**src/rtl/mux_shift_pkg.sv**
```systemverilog
// Shared types for the mux_shift_chain block.
//   state_e : burst controller states (IDLE, BURST)
//   sel_e   : per-stage input select used by mux_dff_stage
//   DIR_*   : encoding of the dir input
package mux_shift_pkg;

  typedef enum logic {
    IDLE  = 1'b0,
    BURST = 1'b1
  } state_e;

  localparam logic DIR_RIGHT = 1'b0;
  localparam logic DIR_LEFT  = 1'b1;

  // FROM_HI takes bit i+1 (shift right), FROM_LO takes bit i-1 (shift left).
  typedef enum logic [1:0] {
    SEL_HOLD    = 2'd0,
    SEL_LOAD    = 2'd1,
    SEL_FROM_HI = 2'd2,
    SEL_FROM_LO = 2'd3
  } sel_e;

endpackage

```
**src/rtl/mux_dff_stage.sv**
```systemverilog
// One bit of the shift chain: a 4-way select feeding a synchronous-reset flop.
//   clk, reset : clock and synchronous active-high reset
//   sel        : hold / load / from higher neighbour / from lower neighbour
//   load_bit   : parallel load value for this bit
//   from_hi    : value of bit i+1 (or the fill bit at the top end)
//   from_lo    : value of bit i-1 (or the fill bit at the bottom end)
//   q          : stored bit
module mux_dff_stage
  import mux_shift_pkg::*;
(
  input  logic clk,
  input  logic reset,
  input  sel_e sel,
  input  logic load_bit,
  input  logic from_hi,
  input  logic from_lo,
  output logic q
);

  logic q_d;
  logic q_q;

  always_comb begin
    q_d = q_q;
    case (sel)
      SEL_HOLD:    q_d = q_q;
      SEL_LOAD:    q_d = load_bit;
      SEL_FROM_HI: q_d = from_hi;
      SEL_FROM_LO: q_d = from_lo;
      default:     q_d = q_q;
    endcase
  end

  always_ff @(posedge clk) begin
    if (reset) q_q <= 1'b0;
    else       q_q <= q_d;
  end

  assign q = q_q;

endmodule

```
**src/rtl/mux_shift_chain.sv**
```systemverilog
// Loadable shift/rotate register with a counted burst-shift controller.
//   clk, reset   : clock and synchronous active-high reset
//   L, r_in      : parallel load strobe and data (highest priority)
//   ser_in       : fill bit when not rotating
//   shift_en     : single-step shift request (idle only)
//   dir, rotate  : 0 = right / 1 = left; 1 = rotate, 0 = fill from ser_in
//   start        : burst request, burst_len shifts follow the capture edge
//   Q            : register contents
//   ser_out      : exiting bit for the active direction
//   busy, done   : burst in progress; one-cycle completion pulse
// Handshake: start is a single-cycle request accepted only when busy=0 and
// L=0; done pulses once for each accepted start unless L or reset aborts it.
module mux_shift_chain
  import mux_shift_pkg::*;
#(
  parameter int WIDTH = 8,
  parameter int CNT_W = 4
) (
  input  logic             clk,
  input  logic             reset,
  input  logic             L,
  input  logic [WIDTH-1:0] r_in,
  input  logic             ser_in,
  input  logic             shift_en,
  input  logic             dir,
  input  logic             rotate,
  input  logic             start,
  input  logic [CNT_W-1:0] burst_len,
  output logic [WIDTH-1:0] Q,
  output logic             ser_out,
  output logic             busy,
  output logic             done
);

  state_e             state_d, state_q;
  logic [CNT_W-1:0]   cnt_d, cnt_q;
  logic               dir_d, dir_q;
  logic               rot_d, rot_q;
  logic               done_d, done_q;

  sel_e               sel;
  logic               shift_dir;
  logic               shift_rot;
  logic [WIDTH-1:0]   q;
  logic [WIDTH-1:0]   from_hi;
  logic [WIDTH-1:0]   from_lo;
  logic               fill_hi;
  logic               fill_lo;

  // One action per edge: load > burst shift > start > single shift > hold.
  always_comb begin
    state_d   = state_q;
    cnt_d     = cnt_q;
    dir_d     = dir_q;
    rot_d     = rot_q;
    done_d    = 1'b0;
    sel       = SEL_HOLD;
    shift_dir = dir;
    shift_rot = rotate;
    if (L) begin
      sel     = SEL_LOAD;
      state_d = IDLE;
      cnt_d   = '0;
    end else if (state_q == BURST) begin
      shift_dir = dir_q;
      shift_rot = rot_q;
      sel       = (dir_q == DIR_LEFT) ? SEL_FROM_LO : SEL_FROM_HI;
      cnt_d     = cnt_q - CNT_W'(1);
      if (cnt_q == CNT_W'(1)) begin
        state_d = IDLE;
        done_d  = 1'b1;
      end
    end else if (start) begin
      dir_d = dir;
      rot_d = rotate;
      cnt_d = burst_len;
      // A zero-length burst completes on the capture edge itself.
      if (burst_len == '0) done_d  = 1'b1;
      else                 state_d = BURST;
    end else if (shift_en) begin
      sel = (dir == DIR_LEFT) ? SEL_FROM_LO : SEL_FROM_HI;
    end
  end

  always_ff @(posedge clk) begin
    if (reset) begin
      state_q <= IDLE;
      cnt_q   <= '0;
      dir_q   <= DIR_RIGHT;
      rot_q   <= 1'b0;
      done_q  <= 1'b0;
    end else begin
      state_q <= state_d;
      cnt_q   <= cnt_d;
      dir_q   <= dir_d;
      rot_q   <= rot_d;
      done_q  <= done_d;
    end
  end

  // End-stage fill: the vacated bit takes the exiting bit or ser_in.
  assign fill_hi = shift_rot ? q[0]       : ser_in;
  assign fill_lo = shift_rot ? q[WIDTH-1] : ser_in;

  for (genvar i = 0; i < WIDTH; i++) begin : g_stage
    if (i == WIDTH - 1) begin : g_hi_end
      assign from_hi[i] = fill_hi;
    end else begin : g_hi_mid
      assign from_hi[i] = q[i+1];
    end
    if (i == 0) begin : g_lo_end
      assign from_lo[i] = fill_lo;
    end else begin : g_lo_mid
      assign from_lo[i] = q[i-1];
    end

    mux_dff_stage u_stage (
      .clk      (clk),
      .reset    (reset),
      .sel      (sel),
      .load_bit (r_in[i]),
      .from_hi  (from_hi[i]),
      .from_lo  (from_lo[i]),
      .q        (q[i])
    );
  end

  assign Q       = q;
  assign busy    = (state_q == BURST);
  assign done    = done_q;
  // During a burst the exiting bit follows the latched direction.
  assign ser_out = ((busy ? dir_q : dir) == DIR_LEFT) ? q[WIDTH-1] : q[0];

endmodule
```
**config.mk**
```make
export PLATFORM = sky130hd
export DESIGN_NAME = mux_shift_chain
export DESIGN_NICKNAME = d
export VERILOG_FILES = /design/src/rtl/mux_shift_pkg.sv /design/src/rtl/mux_dff_stage.sv /design/src/rtl/mux_shift_chain.sv
export SDC_FILE = /design/constraint.sdc
export NUM_CORES = 1
export LEC_CHECK = 0
export CAP_MARGIN = 5
export CORE_MARGIN = 2
export CORE_UTILIZATION = 47
export CTS_BUF_LIST = sky130_fd_sc_hd__clkbuf_8
export CTS_CLUSTER_SIZE = 28
export DETAILED_ROUTE_END_ITERATION = 16
export PLACE_DENSITY = 0.81
export REMOVE_ABC_BUFFERS = 1
export SLEW_MARGIN = 20
export SYNTH_ARGS = -nofsm -noshare
export SYNTH_HDL_FRONTEND = slang
export SYNTH_HIERARCHICAL = 1
export SYNTH_SLANG_ARGS = --single-unit
```
**constraint.sdc**
```tcl
create_clock -name clk -period 2.6 [get_ports clk]
set_input_delay 0.39 -clock clk [delete_from_list [all_inputs] [get_ports clk]]
set_output_delay 0.39 -clock clk [all_outputs]
set_load 0.01 [all_outputs]
```
==> metrics.txt <==
RSZ-0062 raised after global routing no; Mapped Avg Cell Area 12.1 µm²; port buffer count 30; Syn. warnings 6; Req. time, crit path about 2.2 ns; combinational share of power between 20% and 30%; All-Layer GR Usage about 19%; register share of total power 42.0%; share of flip-flops with an asynchronous set or reset 0%; Initial DRT Pass Iterations 4; number of enable flip-flop cells after synthesis 0; drt wl/cell 14.6 µm; Clk pwr share between 30% and 40%; Antenna diodes 0; post-route cell area between 1000 and 1500 µm²; Slew Viols, Final 0; ranking of synthesized cells by area dfxtp_1 (33%), mux4_2 (19%), nor2b_4 (11%), mux2i_1 (4.1%), mux2_1 (3.5%); num ports 31; switch share between 20% and 30%; top-count cell post-synth dfxtp_1; first-pass GRT wire length 3680 µm; GPL Wtd Cong about 0.78; Nets approximately 140; Vias 752; synthesized cell area slightly below 1000 µm²; Seq cells post-synth 16; drt total wl 2060 µm; setup TNS 0 ns; DP Area roughly 1300 µm²; crit end category primary output; Max-slew headroom between 70 and 80%; FMAX 0.440 GHz; Final Cycle Share between 80% and 90%; switching power 155 µW; fin util ~69%; CP Max Fanout 3; Max clock buf depth 2; CTS tree done; Worst Path Arrival 1.88 ns; antenna-violating nets left 0; Synth top area share 33.0%; dominant synthesized flop cell dfxtp_1; global routing usage on met1 between 20% and 30%; Synth cell types 32; Max Cap Viol 0; DRC 0; Clk Latency, worst-skew pair around 0.24 ns; row cnt 16; vias per cell 5.33; Worst VDD drop between 300 and 400 µV; hold buffers post-CTS 0; pwr/cell area ~480 nW/µm²; CTS H-tree lvls 1; Post-CTS Setup Bufs 0; CP Class input pin to primary output; CTS Buf Count 3; grt met2 use between 30 and 40%; Reg clk slew, reported paths 0.06 ns; GR Layer Usage met3 4.85%; Worst Skew between 0.005 and 0.006 ns; Slew @ Worst Pin around 0.40 ns; die area 2450 µm²; Post-CTS Resized 0; list of most frequent post-synthesis cells dfxtp_1 (16), mux4_2 (8), nor2b_4 (8), nor2_1 (5), mux2i_1 (4); number of global-route vias before repair 825; setup slack, reg-to-reg roughly 0.74 ns; core box area 1960 µm²; die span in x 49.5 µm; Sink Count 16; Remaining Overflow, GRT 0; detailed placement HPWL around 1600 µm; status complete, no violations; setup violators final 0; Synth area leader dfxtp_1; Tmin final 2.27 ns; layout cells sized above 1 between 20% and 30%; Final Hold Viols 0; Initial Util between 40 and 50%; antenna violations before repair 0; hold crit path type register to register; sequential share of the synthesized area 33.0%; First DRT Iteration DRCs 11; synthesis-to-layout area growth 40.1%; largest net degree at the start of global routing 16; Static Leak a little over 0.5 nW; CP Launch Type input pin; Post-Syn Instances 80; GRT busiest layer met2; die height roughly 49 µm; Pint 501 µW; clock tree root buffer cell clkbuf_8
==> registers in the layout (all words and copies together) (netlist names) <==
signal,count
done,1
dir_q,1
cnt_q,4
busy,1
rot_q,1
g_stage.u_stage/q,8
==> kinds of logic after synthesis <==
group           Yosys count  share of synthesized area (%)
fa+ha+maj                 2                           2.58
buf+inv                   7                           3.87
mux                      15                           26.2
simple gates             28                           25.6
flops                    16                           33.0
compound gates           12                           8.76
==> metrics by stage <==
step                      worst slack (ns)  instances  hold WS [ns]  power, mW
final                                0.328        141         0.494      0.656
after global routing                 0.291        141         0.544      0.690
after CTS                            0.337        141         0.504      0.662
after detailed placement             0.138        137         0.489      0.445
after global placement               0.213        137         0.487      0.441
after floorplan                      0.394         77         0.454      0.365
==> metal layers <==
layer  part of all wire [%]  vias to the layer above
li1                       -                      367
met1                     43                      361
met2                     52                       24
met3                    5.3                        0
met4                      0                        0
met5                      0                        -
==> critical path: stages <==
cell	delay [ns]
clkdlybuf4s50_1	0.43
mux2i_1	0.19
mux2_1	0.37
clkdlybuf4s50_1	0.49
==> final cells by class <==
cell class / count / area, µm²
Clock buffer: 4 / 55.1
Fill cell: 166 / 602
Inverter: 4 / 15.0
Multi-Input combinational cell: 57 / 613
Sequential cell: 16 / 320
Tap cell: 27 / 33.8
Timing Repair Buffer: 33 / 323
==> final timing paths <==
| kind | from | endpoint | cells after the start |
|---|---|---|---|
| max reg2reg | busy | g_stage[0].u_stage/q | 5 |
| min | rot_q | rot_q | 2 |
| max | dir | ser_out | 4 |
| min reg2reg | rot_q | rot_q | 2 |
==> power by group through the flow <==
stage | logic, mW | clock network [mW] | registers (mW)
6_report | 0.164 | 0.217 | 0.276
3_5_place_dp | 0.164 | 0 | 0.281
4_1_cts | 0.166 | 0.220 | 0.276
3_3_place_gp | 0.160 | 0 | 0.280
5_1_grt | 0.177 | 0.235 | 0.278
2_1_floorplan | 0.0809 | 0 | 0.284
==> cell usage in the layout, fill, tap and decap left out, types with 2 or more instances in the layout <==
cell              n
inv_1             3
ha_1              2
clkbuf_8          4
buf_4             3
nor3_1            2
clkdlybuf4s50_1  30
nor2b_1           3
mux2i_1           4
a21oi_1           3
nor2b_4           8
a211oi_1          2
mux4_2            8
nand3b_1          2
nor2_1            5
dfxtp_1          16
mux2_1            3
No activity file was read; power rests on OpenSTA's default activity.
